`config.mk`:
```
export PLATFORM = sky130hd
export DESIGN_NAME = mux_n_para_1_reg
export DESIGN_NICKNAME = d
export VERILOG_FILES = /design/src/rtl/mux_n_para_1_reg.sv
export SDC_FILE = /design/constraint.sdc
export NUM_CORES = 1
export LEC_CHECK = 0
export ABC_AREA = 1
export BUFFER_PORTS_ARGS = -buffer_cell sky130_fd_sc_hd__clkbuf_2
export CORE_MARGIN = 1
export CORE_UTILIZATION = 31
export DETAILED_ROUTE_END_ITERATION = 10
export HOLD_SLACK_MARGIN = 0.03
export SETUP_SLACK_MARGIN = 0.2
export SLEW_MARGIN = 5
export SYNTH_ARGS = -nofsm -noshare
export SYNTH_HDL_FRONTEND = slang
export SYNTH_SLANG_ARGS = --single-unit
```
`constraint.sdc`:
```
create_clock -name clk -period 2.07 [get_ports clk]
set_input_delay 0.3105 -clock clk [delete_from_list [all_inputs] [get_ports clk]]
set_output_delay 0.3105 -clock clk [all_outputs]
set_load 0.01 [all_outputs]
```
`src/rtl/mux_n_para_1_reg.sv`:
```
`default_nettype none
// +------------------------------------------------------------------------+
// | Module  : mux_n_para_1_reg                                             |
// | Purpose : registered N:1 word selector with Z/N/ERR flags behind a     |
// |           valid/ready handshake and a two-entry skid buffer.           |
// | Revision: 1.0  initial release                                         |
// +------------------------------------------------------------------------+
module mux_n_para_1_reg #(
    parameter int WIDTH = 8,
    parameter int N_IN  = 8,
    parameter int SEL_W = 3
) (
    input  logic                  clk,
    input  logic                  rst,
    input  logic [N_IN*WIDTH-1:0] D,
    input  logic [SEL_W-1:0]      S,
    input  logic                  in_valid,
    output logic                  in_ready,
    output logic [WIDTH-1:0]      Y,
    output logic [SEL_W-1:0]      S_OUT,
    output logic                  Z,
    output logic                  N,
    output logic                  ERR,
    output logic                  out_valid,
    input  logic                  out_ready
);

    typedef struct packed {
        logic [WIDTH-1:0] y;
        logic [SEL_W-1:0] s;
        logic             z;
        logic             n;
        logic             err;
    } entry_t;

    typedef enum logic [1:0] {
        ST_EMPTY = 2'd0,
        ST_ONE   = 2'd1,
        ST_FULL  = 2'd2
    } state_t;

    localparam entry_t c_reset_entry = '{y: '0, s: '0, z: 1'b1, n: 1'b0, err: 1'b0};

    state_t           state_q, state_d;
    entry_t           out_q, out_d;
    entry_t           skid_q, skid_d;
    logic             in_ready_q;
    logic [WIDTH-1:0] w_sel_word;
    logic             w_err;
    entry_t           w_new;
    logic             w_acc;
    logic             w_pop;

    // Only in-range selects can match, so an out-of-range select yields a zero word.
    always_comb begin
        w_sel_word = '0;
        for (int i = 0; i < N_IN; i++) begin
            if (S == SEL_W'(i)) begin
                w_sel_word = D[i*WIDTH +: WIDTH];
            end
        end
        w_err     = (32'(S) >= 32'(N_IN));
        w_new.y   = w_sel_word;
        w_new.s   = S;
        w_new.z   = (w_sel_word == '0);
        w_new.n   = w_sel_word[WIDTH-1];
        w_new.err = w_err;
    end

    assign w_acc = in_valid && in_ready_q;
    assign w_pop = out_valid && out_ready;

    always_comb begin
        state_d = state_q;
        out_d   = out_q;
        skid_d  = skid_q;
        case (state_q)
            ST_EMPTY: begin
                if (w_acc) begin
                    out_d   = w_new;
                    state_d = ST_ONE;
                end
            end
            ST_ONE: begin
                if (w_acc && w_pop) begin
                    out_d = w_new;
                end else if (w_acc) begin
                    skid_d  = w_new;
                    state_d = ST_FULL;
                end else if (w_pop) begin
                    state_d = ST_EMPTY;
                end
            end
            ST_FULL: begin
                if (w_pop) begin
                    out_d   = skid_q;
                    state_d = ST_ONE;
                end
            end
            default: state_d = ST_EMPTY;
        endcase
    end

    always_ff @(posedge clk or posedge rst) begin
        if (rst) begin
            state_q    <= ST_EMPTY;
            out_q      <= c_reset_entry;
            skid_q     <= c_reset_entry;
            in_ready_q <= 1'b1;
        end else begin
            state_q    <= state_d;
            out_q      <= out_d;
            skid_q     <= skid_d;
            in_ready_q <= (state_d != ST_FULL);
        end
    end

    assign in_ready  = in_ready_q;
    assign out_valid = (state_q != ST_EMPTY);
    assign Y         = out_q.y;
    assign S_OUT     = out_q.s;
    assign Z         = out_q.z;
    assign N         = out_q.n;
    assign ERR       = out_q.err;

endmodule
`default_nettype wire

```
==> out/summary.txt <==
status: complete, no violations
Die W: 77.2 um
Synth Cell Area: 1750 sq um
arrival time worst endpoint: 1.86 ns
Clock Sinks: 27
CP max stage cell: buf_4
Tcrit/Tclk final: 0.794
vias in the first global route: 1749
row count: 27
CTS tree: built
Rel. slew slack: 0.651
Initial Util: 0.320
crit-path max cell delay: 0.24 ns
Leak: 0.00126 uW
DP HPWL: 4080 um
Compound-Gate Fraction of Synth Area: 0.101
H-tree Lvls: 1
Via density: 4.62
I/O Pins: 87
share of post-route cells with drive strength above 1: 0.319
total CTS buffers: 3
Synth Area in Adders: 0
final WL: 5100 um
DRT iter0 DRCs: 116
post-synthesis mux area share: 0
Routed WL per cell: 12.2 um
global-route wire length before repair: 8360 um
CP startpoint kind: primary input
Worst EP required: 2.29 ns
via count: 1926
endpoints failing setup: 0
Root Driver: clkbuf_8
largest net degree at the start of global routing: 28
PwrDens: 913 nW/um^2
total gr overflow: 0
pre-CTS WS: 0.0926 ns
Synth Area in XOR/XNOR: 0
Distinct cells, synth: 22
later-pin clock latency in the skew report: 0.27 ns
initial antenna violation count: 0
Mapped Cells: 262
clock-pin slew on the worst setup and hold paths: 0.09 ns
crit path max fanout: 24
Pre-antenna DRT Iters: 4
total track usage: 0.174
Seq/Total Area, Yosys: 0.388
Setup Total Neg Slack: 0 ns
port bufs: 85
fin. max-slew vios: 0
Yosys warning count: 0
CP top delay family: simple AND/OR/NAND/NOR gates
post-route DRC violation count: 0
Core Footprint: 5470 sq um
min cycle time layout: 1.64 ns
commonest non-fill, non-tap cell in the layout: clkbuf_2
Final Net Count: 417
Setup crit end kind: flip-flop
cell mode on critical path: nand2_1
most frequent cells in the layout: clkbuf_2 (85), nand2_1 (66), nor2_1 (43)
P&R area growth vs syn: 31.6%
Routed Antenna Nets: 0
max cap viols: 0
measured slew at the worst slew-check pin: 0.521 ns
Simple-Gate Fraction of Synth Area: 0.412
post-route setup slack: 0.427 ns
die area: 5960 sq um
placer congestion estimate: 0.815
Fillers: 629
peak supply drop: 340 uV
syn_nets: 333
largest family of logic cells by synthesized area: simple AND/OR/NAND/NOR gates
Critical Path, Cell by Cell: clkbuf_2 > inv_1 > buf_4 > nand3_1 > nand3_1 > nor2_1 > nand4_1 > nor2_2 > nand2_1 > nor2_1 > nand2_1 > nand2_1 > nand2_1 > nand2_1
HP Class: in -> async
Final Util: 0.421
Seq cells post-synth: 27
Avg Cell Area, Syn: 6.69 sq um
crit path buf inv count: 3
clock buffer depth: 2
Fin. Hold Viols: 0
RSZ-0062 raised after global routing: false
FMAX: 0.609 GHz
Ant. Diodes: 0
Die Span Y: 77.2 um
critical path type: in -> reg
Clock Skews: 0.00393 ns
## stage by stage
stage	instance area [sq um]	instances	hold slack (ns)	total power [uW]
2_1_floorplan	1750	262	0.361	1480
3_3_place_gp	2250	413	0.372	1830
3_5_place_dp	2250	413	0.372	1830
4_1_cts	2300	417	0.0738	2130
5_1_grt	2310	417	0.0881	2310
6_report	2310	417	0.0595	2100
## registers in the layout, indices dropped and copies added, names as in the netlist
signal / count
S_OUT: 3
Y: 8
Z: 1
in_ready: 1
skid_q: 12
state_q: 2
## cell type report
| class | count | area (sq um) | share of cell area |
|---|---|---|---|
| clock buffers | 3 | 41.3 | 0.0179 |
| inverters | 27 | 101 | 0.0440 |
| multi-input cells | 195 | 911 | 0.395 |
| flip-flops and latches | 27 | 679 | 0.295 |
| repair buffers | 92 | 478 | 0.207 |
| well taps | 72 | 90.1 | 0.0391 |
| clock inverters | 1 | 5.00 | 0.00217 |
## what timing repair did
action	4_1_cts	5_1_grt
gates resized for setup	0	3
hold buffers	0	0
setup endpoints to repair	0	4
setup buffers	0	0
## where the power goes
part           internal, uW  switching [uW]  total [uW]  leakage (uW)
sequential              774             131         906      0.000330
combinational           359             542         901      0.000902
clock                   135             163         298     0.0000255
total                  1270             837        2100       0.00126
## cells by family (layout without fill, tap and decap cells)
family	count (synthesis)	in the layout
simple gates	160	160
buf+inv	40	123
compound gates	34	34
flops	27	27
other cells	1	1
## worst register-to-register path, delay by kind of cell, from the launching register on
kind	cells	cell delay, ns
flip-flops	1	0.54
AND/OR/NAND/NOR	5	0.49
buffers and inverters	2	0.31
AO/OA/AOI/OAI	1	0.14
## cells in the mapped netlist
library cell	n	area [sq um]
or2_1	1	6.26
inv_2	3	11.3
a21oi_1	9	45.0
a31oi_1	3	18.8
nand4_1	24	150
dfrtp_1	24	601
clkbuf_1	4	15.0
nor3_2	2	20.0
a21oi_2	1	8.76
nand2_1	66	248
conb_1	1	3.75
nor2_1	46	173
buf_2	6	30.0
dfstp_2	3	78.8
nor2_4	1	11.3
nand3b_1	1	7.51
buf_4	3	22.5
inv_1	24	90.1
nor3_4	1	16.3
o21ai_1	2	10.0
o21ai_0	19	95.1
nand3_1	18	90.1
## metal layers
layer / track usage / up-vias / share of wire
met5: 0 / - / 0
met4: 0.0396 / 0 / 0.0065
met3: 0.0274 / 4 / 0.071
met2: 0.266 / 86 / 0.43
met1: 0.253 / 811 / 0.49
li1: - / 1025 / -
## path summary, 6_finish.rpt
kind	depth (start not counted)	slack (ns)	end	start
max in group asynchronous	3	1.70	Z	rst
min	3	0.06	Y[3]	rst
min in group clk	3	0.32	in_ready	out_ready
min reg2reg	2	0.48	Z	Z
max	14	0.43	Z	S[2]
max reg2reg	8	0.55	Z	in_ready
Power figures use the tool's default switching activity.
